<file path="config.mk">
export PLATFORM = sky130hd
export DESIGN_NAME = bus_arbiter
export DESIGN_NICKNAME = d
export VERILOG_FILES = /design/src/rtl/bus_arb_pkg.sv /design/src/rtl/bus_arbiter_rr.sv /design/src/rtl/bus_arbiter.sv
export SDC_FILE = /design/constraint.sdc
export NUM_CORES = 2
export LEC_CHECK = 0
export ABC_AREA = 1
export BUFFER_PORTS_ARGS = -buffer_cell sky130_fd_sc_hd__buf_2
export CORE_AREA = 5 5 742 744
export CTS_CLUSTER_DIAMETER = 40
export DETAILED_ROUTE_END_ITERATION = 16
export DIE_AREA = 0 0 747 749
export SLEW_MARGIN = 20
export SYNTH_ARGS = -nofsm -noshare
export SYNTH_HDL_FRONTEND = slang
export SYNTH_SLANG_ARGS = --single-unit
</file>
<file path="constraint.sdc">
create_clock -name clk -period 3.55 [get_ports clk]
set_clock_uncertainty 0.15 [all_clocks]
set_input_delay 0.5325 -clock clk [delete_from_list [all_inputs] [get_ports clk]]
set_output_delay 0.5325 -clock clk [all_outputs]
set_load 0.05 [all_outputs]
</file>
<file path="src/rtl/bus_arb_pkg.sv">
// rtl/bus_arb_pkg.sv - shared types, constants and Sysbus tag builder for bus_arbiter
// Contents: state_t FSM encoding, client indices, line size, build_tag().
`ifndef SYSBUS_READ
`define SYSBUS_READ   1'b1
`endif
`ifndef SYSBUS_WRITE
`define SYSBUS_WRITE  1'b0
`endif
`ifndef SYSBUS_MEMORY
`define SYSBUS_MEMORY 4'b0001
`endif

package bus_arb_pkg;

    typedef enum logic [2:0] {
        IDLE  = 3'd0,
        ADDR  = 3'd1,
        WDATA = 3'd2,
        RWAIT = 3'd3,
        DONE  = 3'd4
    } state_t;

    localparam logic [1:0] CL_IF = 2'd0;
    localparam logic [1:0] CL_DR = 2'd1;
    localparam logic [1:0] CL_DW = 2'd2;

    localparam int LINE_BITS    = 512;
    localparam int SYSBUS_TAG_W = 13;

    // Request tag layout: {direction, target, transaction id}; the id is the
    // client index so response beats can be matched back to their owner.
    function automatic logic [SYSBUS_TAG_W-1:0] build_tag(input logic is_write,
                                                          input logic [1:0] owner);
        return {(is_write ? `SYSBUS_WRITE : `SYSBUS_READ), `SYSBUS_MEMORY, 8'(owner)};
    endfunction

endpackage

</file>
<file path="src/rtl/bus_arbiter_rr.sv">
// rtl/bus_arbiter_rr.sv - combinational 3-way round-robin picker (module rr_arbiter3)
// Ports: req[2:0] pending requests, last[1:0] last granted index,
//        grant[2:0] one-hot pick, valid high when any request is pending.
module rr_arbiter3 (
    input  logic [2:0] req,
    input  logic [1:0] last,
    output logic [2:0] grant,
    output logic       valid
);

    // Search starts at the index just after the last winner and wraps 2 -> 0.
    always_comb begin
        grant = 3'b000;
        case (last)
            2'd0: begin
                if (req[1])      grant = 3'b010;
                else if (req[2]) grant = 3'b100;
                else if (req[0]) grant = 3'b001;
            end
            2'd1: begin
                if (req[2])      grant = 3'b100;
                else if (req[0]) grant = 3'b001;
                else if (req[1]) grant = 3'b010;
            end
            default: begin
                if (req[0])      grant = 3'b001;
                else if (req[1]) grant = 3'b010;
                else if (req[2]) grant = 3'b100;
            end
        endcase
    end

    assign valid = |req;

endmodule

</file>
<file path="src/rtl/bus_arbiter.sv">
// rtl/bus_arbiter.sv - serializes fetch/data-read/writeback line transactions onto Sysbus
// Ports: clk, reset (sync, active-high);
//        Sysbus request side bus_reqcyc/bus_reqack/bus_req/bus_reqtag,
//        Sysbus response side bus_respcyc/bus_respack/bus_resp/bus_resptag;
//        clients if/dr/dw: *_req, *_addr, *_done, dw_line in, if_line/dr_line out.
module bus_arbiter
    import bus_arb_pkg::*;
#(
    parameter int BUS_DATA_WIDTH = 64,
    parameter int BUS_TAG_WIDTH  = 13,
    parameter int LINE_BEATS     = 8
) (
    input  logic                                 clk,
    input  logic                                 reset,

    output logic                                 bus_reqcyc,
    input  logic                                 bus_reqack,
    output logic [BUS_DATA_WIDTH-1:0]            bus_req,
    output logic [BUS_TAG_WIDTH-1:0]             bus_reqtag,

    input  logic                                 bus_respcyc,
    output logic                                 bus_respack,
    input  logic [BUS_DATA_WIDTH-1:0]            bus_resp,
    input  logic [BUS_TAG_WIDTH-1:0]             bus_resptag,

    input  logic                                 if_req,
    input  logic                                 dr_req,
    input  logic                                 dw_req,
    input  logic [63:0]                          if_addr,
    input  logic [63:0]                          dr_addr,
    input  logic [63:0]                          dw_addr,
    input  logic [BUS_DATA_WIDTH*LINE_BEATS-1:0] dw_line,

    output logic                                 if_done,
    output logic                                 dr_done,
    output logic                                 dw_done,
    output logic [BUS_DATA_WIDTH*LINE_BEATS-1:0] if_line,
    output logic [BUS_DATA_WIDTH*LINE_BEATS-1:0] dr_line
);

    localparam int LW = BUS_DATA_WIDTH * LINE_BEATS;

    state_t       state_q, state_d;
    logic [2:0]   beat_q, beat_d;
    logic [1:0]   owner_q, owner_d;
    logic [1:0]   last_q, last_d;
    logic [57:0]  addr_q, addr_d;          // line address, offset bits dropped
    logic [LW-1:0] line_buf_q, line_buf_d;

    logic                      reqcyc_d;
    logic [BUS_DATA_WIDTH-1:0] req_d;
    logic [BUS_TAG_WIDTH-1:0]  reqtag_d;
    logic                      if_done_d, dr_done_d, dw_done_d;
    logic [LW-1:0]             if_line_d, dr_line_d;

    logic [2:0] grant;
    logic       grant_valid;
    logic [1:0] grant_idx;
    logic       last_beat;
    logic       resp_hit;

    // Low address bits and the tag's direction/target field are not needed here.
    logic unused_bits;
    assign unused_bits = ^{if_addr[5:0], dr_addr[5:0], dw_addr[5:0], bus_resptag[BUS_TAG_WIDTH-1:8]};

    rr_arbiter3 u_rr (
        .req   ({dw_req, dr_req, if_req}),
        .last  (last_q),
        .grant (grant),
        .valid (grant_valid)
    );

    assign grant_idx = grant[2] ? CL_DW : (grant[1] ? CL_DR : CL_IF);
    assign last_beat = (beat_q == 3'(LINE_BEATS - 1));
    assign resp_hit  = bus_respcyc && (bus_resptag[7:0] == 8'(owner_q));

    // Every response beat is accepted while waiting, including ones for other
    // ids, so a stray beat can never stall the bus.
    assign bus_respack = (state_q == RWAIT) && bus_respcyc;

    always_comb begin
        state_d    = state_q;
        beat_d     = beat_q;
        owner_d    = owner_q;
        last_d     = last_q;
        addr_d     = addr_q;
        line_buf_d = line_buf_q;
        case (state_q)
            IDLE: begin
                if (grant_valid) begin
                    owner_d = grant_idx;
                    case (grant_idx)
                        CL_IF:   addr_d = if_addr[63:6];
                        CL_DR:   addr_d = dr_addr[63:6];
                        default: addr_d = dw_addr[63:6];
                    endcase
                    state_d = ADDR;
                end
            end
            ADDR: begin
                if (bus_reqack) begin
                    beat_d  = 3'd0;
                    state_d = (owner_q == CL_DW) ? WDATA : RWAIT;
                end
            end
            WDATA: begin
                beat_d = beat_q + 3'd1;
                if (last_beat) state_d = DONE;
            end
            RWAIT: begin
                if (resp_hit) begin
                    line_buf_d[BUS_DATA_WIDTH*int'(beat_q) +: BUS_DATA_WIDTH] = bus_resp;
                    beat_d = beat_q + 3'd1;
                    if (last_beat) state_d = DONE;
                end
            end
            DONE: begin
                last_d  = owner_q;
                state_d = IDLE;
            end
            default: state_d = IDLE;
        endcase
    end

    // Outputs are computed from the next state so they can be registered
    // without adding a cycle of latency.
    always_comb begin
        reqcyc_d  = 1'b0;
        req_d     = '0;
        reqtag_d  = '0;
        if_done_d = 1'b0;
        dr_done_d = 1'b0;
        dw_done_d = 1'b0;
        if_line_d = if_line;
        dr_line_d = dr_line;
        case (state_d)
            ADDR: begin
                reqcyc_d = 1'b1;
                req_d    = BUS_DATA_WIDTH'({addr_d, 6'b0});
                reqtag_d = BUS_TAG_WIDTH'(build_tag(owner_d == CL_DW, owner_d));
            end
            WDATA: begin
                reqcyc_d = 1'b1;
                req_d    = dw_line[BUS_DATA_WIDTH*int'(beat_d) +: BUS_DATA_WIDTH];
                reqtag_d = BUS_TAG_WIDTH'(build_tag(1'b1, owner_d));
            end
            DONE: begin
                if_done_d = (owner_d == CL_IF);
                dr_done_d = (owner_d == CL_DR);
                dw_done_d = (owner_d == CL_DW);
                if (owner_d == CL_IF) if_line_d = line_buf_d;
                if (owner_d == CL_DR) dr_line_d = line_buf_d;
            end
            default: ;
        endcase
    end

    always_ff @(posedge clk) begin
        if (reset) begin
            state_q    <= IDLE;
            beat_q     <= 3'd0;
            owner_q    <= CL_IF;
            last_q     <= CL_DW;
            addr_q     <= '0;
            line_buf_q <= '0;
            bus_reqcyc <= 1'b0;
            bus_req    <= '0;
            bus_reqtag <= '0;
            if_done    <= 1'b0;
            dr_done    <= 1'b0;
            dw_done    <= 1'b0;
            if_line    <= '0;
            dr_line    <= '0;
        end else begin
            state_q    <= state_d;
            beat_q     <= beat_d;
            owner_q    <= owner_d;
            last_q     <= last_d;
            addr_q     <= addr_d;
            line_buf_q <= line_buf_d;
            bus_reqcyc <= reqcyc_d;
            bus_req    <= req_d;
            bus_reqtag <= reqtag_d;
            if_done    <= if_done_d;
            dr_done    <= dr_done_d;
            dw_done    <= dw_done_d;
            if_line    <= if_line_d;
            dr_line    <= dr_line_d;
        end
    end

endmodule
</file>
==> results_dict.tcl <==
set metrics [dict create \
    yosys_most_used_dff "dfxtp_1" \
    yosysSeqAreaShare 0.5060 \
    final_nets 11750 \
    power_frac_seq 0.342 \
    cp.required_ps 4160 \
    grt_pass1_wl_um 747500 \
    final_util 0.1850 \
    fillers 61580 \
    pre_cts_slack_ps -203.6 \
    clock_latency_ps 980 \
    yosys.area.top_type "dfxtp_1" \
    finalCritPeriodShare 0.9464 \
    arrival_ps 3970 \
    path_cells "inv_6 -> buf_12 -> nand2_4 -> buf_12 -> buf_4 -> buf_4 -> nand3_1 -> nand3_1 -> dlygate4sd3_1 -> nand3_1 -> nand3_1 -> nand2_1" \
    ir_worst_vdd_mv 0.3847 \
    min_from "bus_resp[3]" \
    antenna_found_initial 282 \
    ys_warn_count 0 \
    ant_nets 0 \
    routabilityCongestion 0.9672 \
    max_freq_mhz 297.6 \
    swShare 0.2793 \
    drt_wl_total_um 603900 \
    portBuffers 1861 \
    switching_power_mw 15.67 \
    hold_viol_final 0 \
    r2r_cells 12 \
    powerDensity_nw_per_um2 558.2 \
    setup_viol 0 \
    cap_violations 0 \
    clock-sinks 1675 \
    viasPerCell 3.910 \
    synth_enable_flop_cells 0 \
    report.final.slew_viol_count 0 \
    path_common_cell "nand3_1" \
    area_delta_synth_final_pct 51.66 \
    multi_input_area_um2 26200 \
    leakagePower_nw 43.96 \
    drcViolationCount 0 \
    layout.area.seq_um2 33540 \
    whs_path_depth 6 \
    r2r-start "beat_q[0]$_SDFF_PP0_" \
    synthDistinctLibCells 38 \
    cellInternalPower_mw 40.43 \
    synthTopCellsByArea "dfxtp_1, nand2_1, o21ai_0, nor2_1, a211oi_1" \
    dr.pass1.iters 6 \
    path_max_fanout 47 \
    hold_ws_ps 114.6 \
    tns_ps 0 \
    netlist_area_um2 66260 \
    tightestPinTransition_ps 1105 \
    hold_path.class "input pin to register" \
    dpl.cell_count 17580 \
    grt_pass1_vias 67260 \
    drt-wirelength-per-cell_um 32.55 \
    final_cells 18550 \
    grt_use_total 0.2058 \
    drive_above_1_share 0.2649 \
    period_minus_slack_ps 3360 \
    cpPeakStageDelay_ps 560 \
    netlist.area_leader.share 0.5060 \
    postSynthCellCount 8755 \
    grt_overflow 0 \
    core.rowCount 271 \
    synthTopCellsByCount "dfxtp_1, nand2_1, nor2_1" \
    fin_ws_ps 190.3 \
    async_flop_share 0 \
    reg2reg_slack_ps 190 \
    h-tree-depth 5 \
    hold_end "line_buf_q[131]$_SDFF_PP0_" \
    status "complete, no violations" \
    die_x_um 747 \
    grt_start_max_net_pins 165 \
    clkTransAtPathRegs_ps 50 \
    clockBufferDepth 4 \
    worstSetupPathType "register to register" \
    relSlewSlack 0.2635 \
    boundaryPins 1894 \
    numCtsBuffers 311 \
    rsz0062_at_grt "false" \
    cts_tree "yes" \
    dp_hpwl_um 505500 \
    cts_setup_buffers 0 \
    reg2reg_to "bus_req[19]$_SDFF_PP0_" \
    start_util 0.1220 \
    via_count 72540 \
    yosysMostFrequentCell "dfxtp_1" \
    cp-end-kind "register" \
    startpoint "beat_q[0]$_SDFF_PP0_" \
    slowest_stage "dlygate4sd3_1" \
    drt-initial-drc-count 8083 \
    avgSynthCellArea_um2 7.569 \
    core_area_um2 543200 \
    clkPwrFrac 0.558 \
    die_h_um 749 \
    fp.dieArea_um2 559500 \
    cts-root-buf "clkbuf_16" \
    start_kind "register" \
    ys_seq_elements 1675 \
    p_comb_frac 0.101 \
]
[cell families (layout without fill, tap and decap cells)]
| group | after synthesis | after routing | synth area share |
|---|---|---|---|
| flip-flops | 1675 | 1675 | 0.5060 |
| AND/OR/NAND/NOR | 3369 | 3369 | 0.2133 |
| buffers and inverters | 1605 | 4050 | 0.1008 |
| adder cells (fa/ha/maj) | 6 | 6 | 0.001133 |
| multiplexers | 9 | 9 | 0.001360 |
| AO/OA/AOI/OAI | 2090 | 2090 | 0.1773 |
| other | 1 | 118 | 0.00005659 |
[through the flow]
stage | instance area (um^2) | power (mW)
floorplan | 66290 | 21.93
global placement | 86230 | 24.74
detailed placement | 86240 | 24.74
CTS | 100200 | 56.66
global route | 100300 | 57.79
finish | 100500 | 56.10
[power by group through the flow]
stage,clock [mW],sequential (mW),combinational (mW)
final,31.3,19.2,5.65
after global routing,32.7,19.2,5.92
after CTS,31.9,19.2,5.64
after detailed placement,0,19.6,5.19
after global placement,0,19.6,5.19
after floorplan,0,20.0,1.91
[layer usage]
| metal | global-route usage | share of wire | vias to the layer above |
|---|---|---|---|
| met5 | 0 | 0.0011 | - |
| met4 | 0.08714 | 0.051 | 100 |
| met3 | 0.1199 | 0.14 | 952 |
| met2 | 0.2974 | 0.40 | 3709 |
| met1 | 0.2456 | 0.40 | 34520 |
| li1 | - | - | 33260 |
[state kept, by name, summed over array words and instances (netlist names), 2 cells and up]
name / flops
line_buf_q: 512
owner_q: 2
dr_line: 512
bus_reqtag: 4
state_q: 3
if_line: 512
addr_q: 58
bus_req: 64
last_q: 2
beat_q: 3
[worst max-delay path, delay by kind of cell, from the launching register on]
family	cells	cell delay, ps
buffers and inverters	6	1810
DFF	1	470
and+or+nand+nor	6	630
[layout by cell type (no fill, tap or decap), types with 312 or more instances in the layout]
cell type	count
nor2_1	1155
clkbuf_16	312
buf_4	318
a211oi_1	444
nand3_1	638
o21ai_0	898
dfxtp_1	1674
inv_1	850
a21oi_1	628
nand2_1	1284
buf_2	1859
[cell type report]
cell class	count	area share
clock inverter	175	0.02409
antenna	109	0.002714
inverter	887	0.03345
clock buffer	391	0.08522
timing repair buffer	2597	0.1700
sequential	1675	0.3337
multi-input combinational	5483	0.2607
tap	7234	0.09006
[repair_timing]
item,in CTS,in global routing
hold buffers,299,0
endpoints found under the setup margin,3,13
gates resized for setup,1,2
hold endpoints to repair,173,0
[worst max-delay path by stage]
stage / end / slack, ps / depth (start not counted)
after CTS: bus_req[10]$_SDFF_PP0_ / 20 / 14
after global placement: if_line[124]$_SDFFE_PP0P_ / -180 / 14
after detailed placement: if_line[208]$_SDFFE_PP0P_ / -200 / 14
after global routing: bus_req[18]$_SDFF_PP0_ / 10 / 12
after floorplan: dr_line[26]$_SDFFE_PP0P_ / 490 / 13
final: bus_req[19]$_SDFF_PP0_ / 190 / 12
Note: power is estimated with default switching activity, not from simulation.
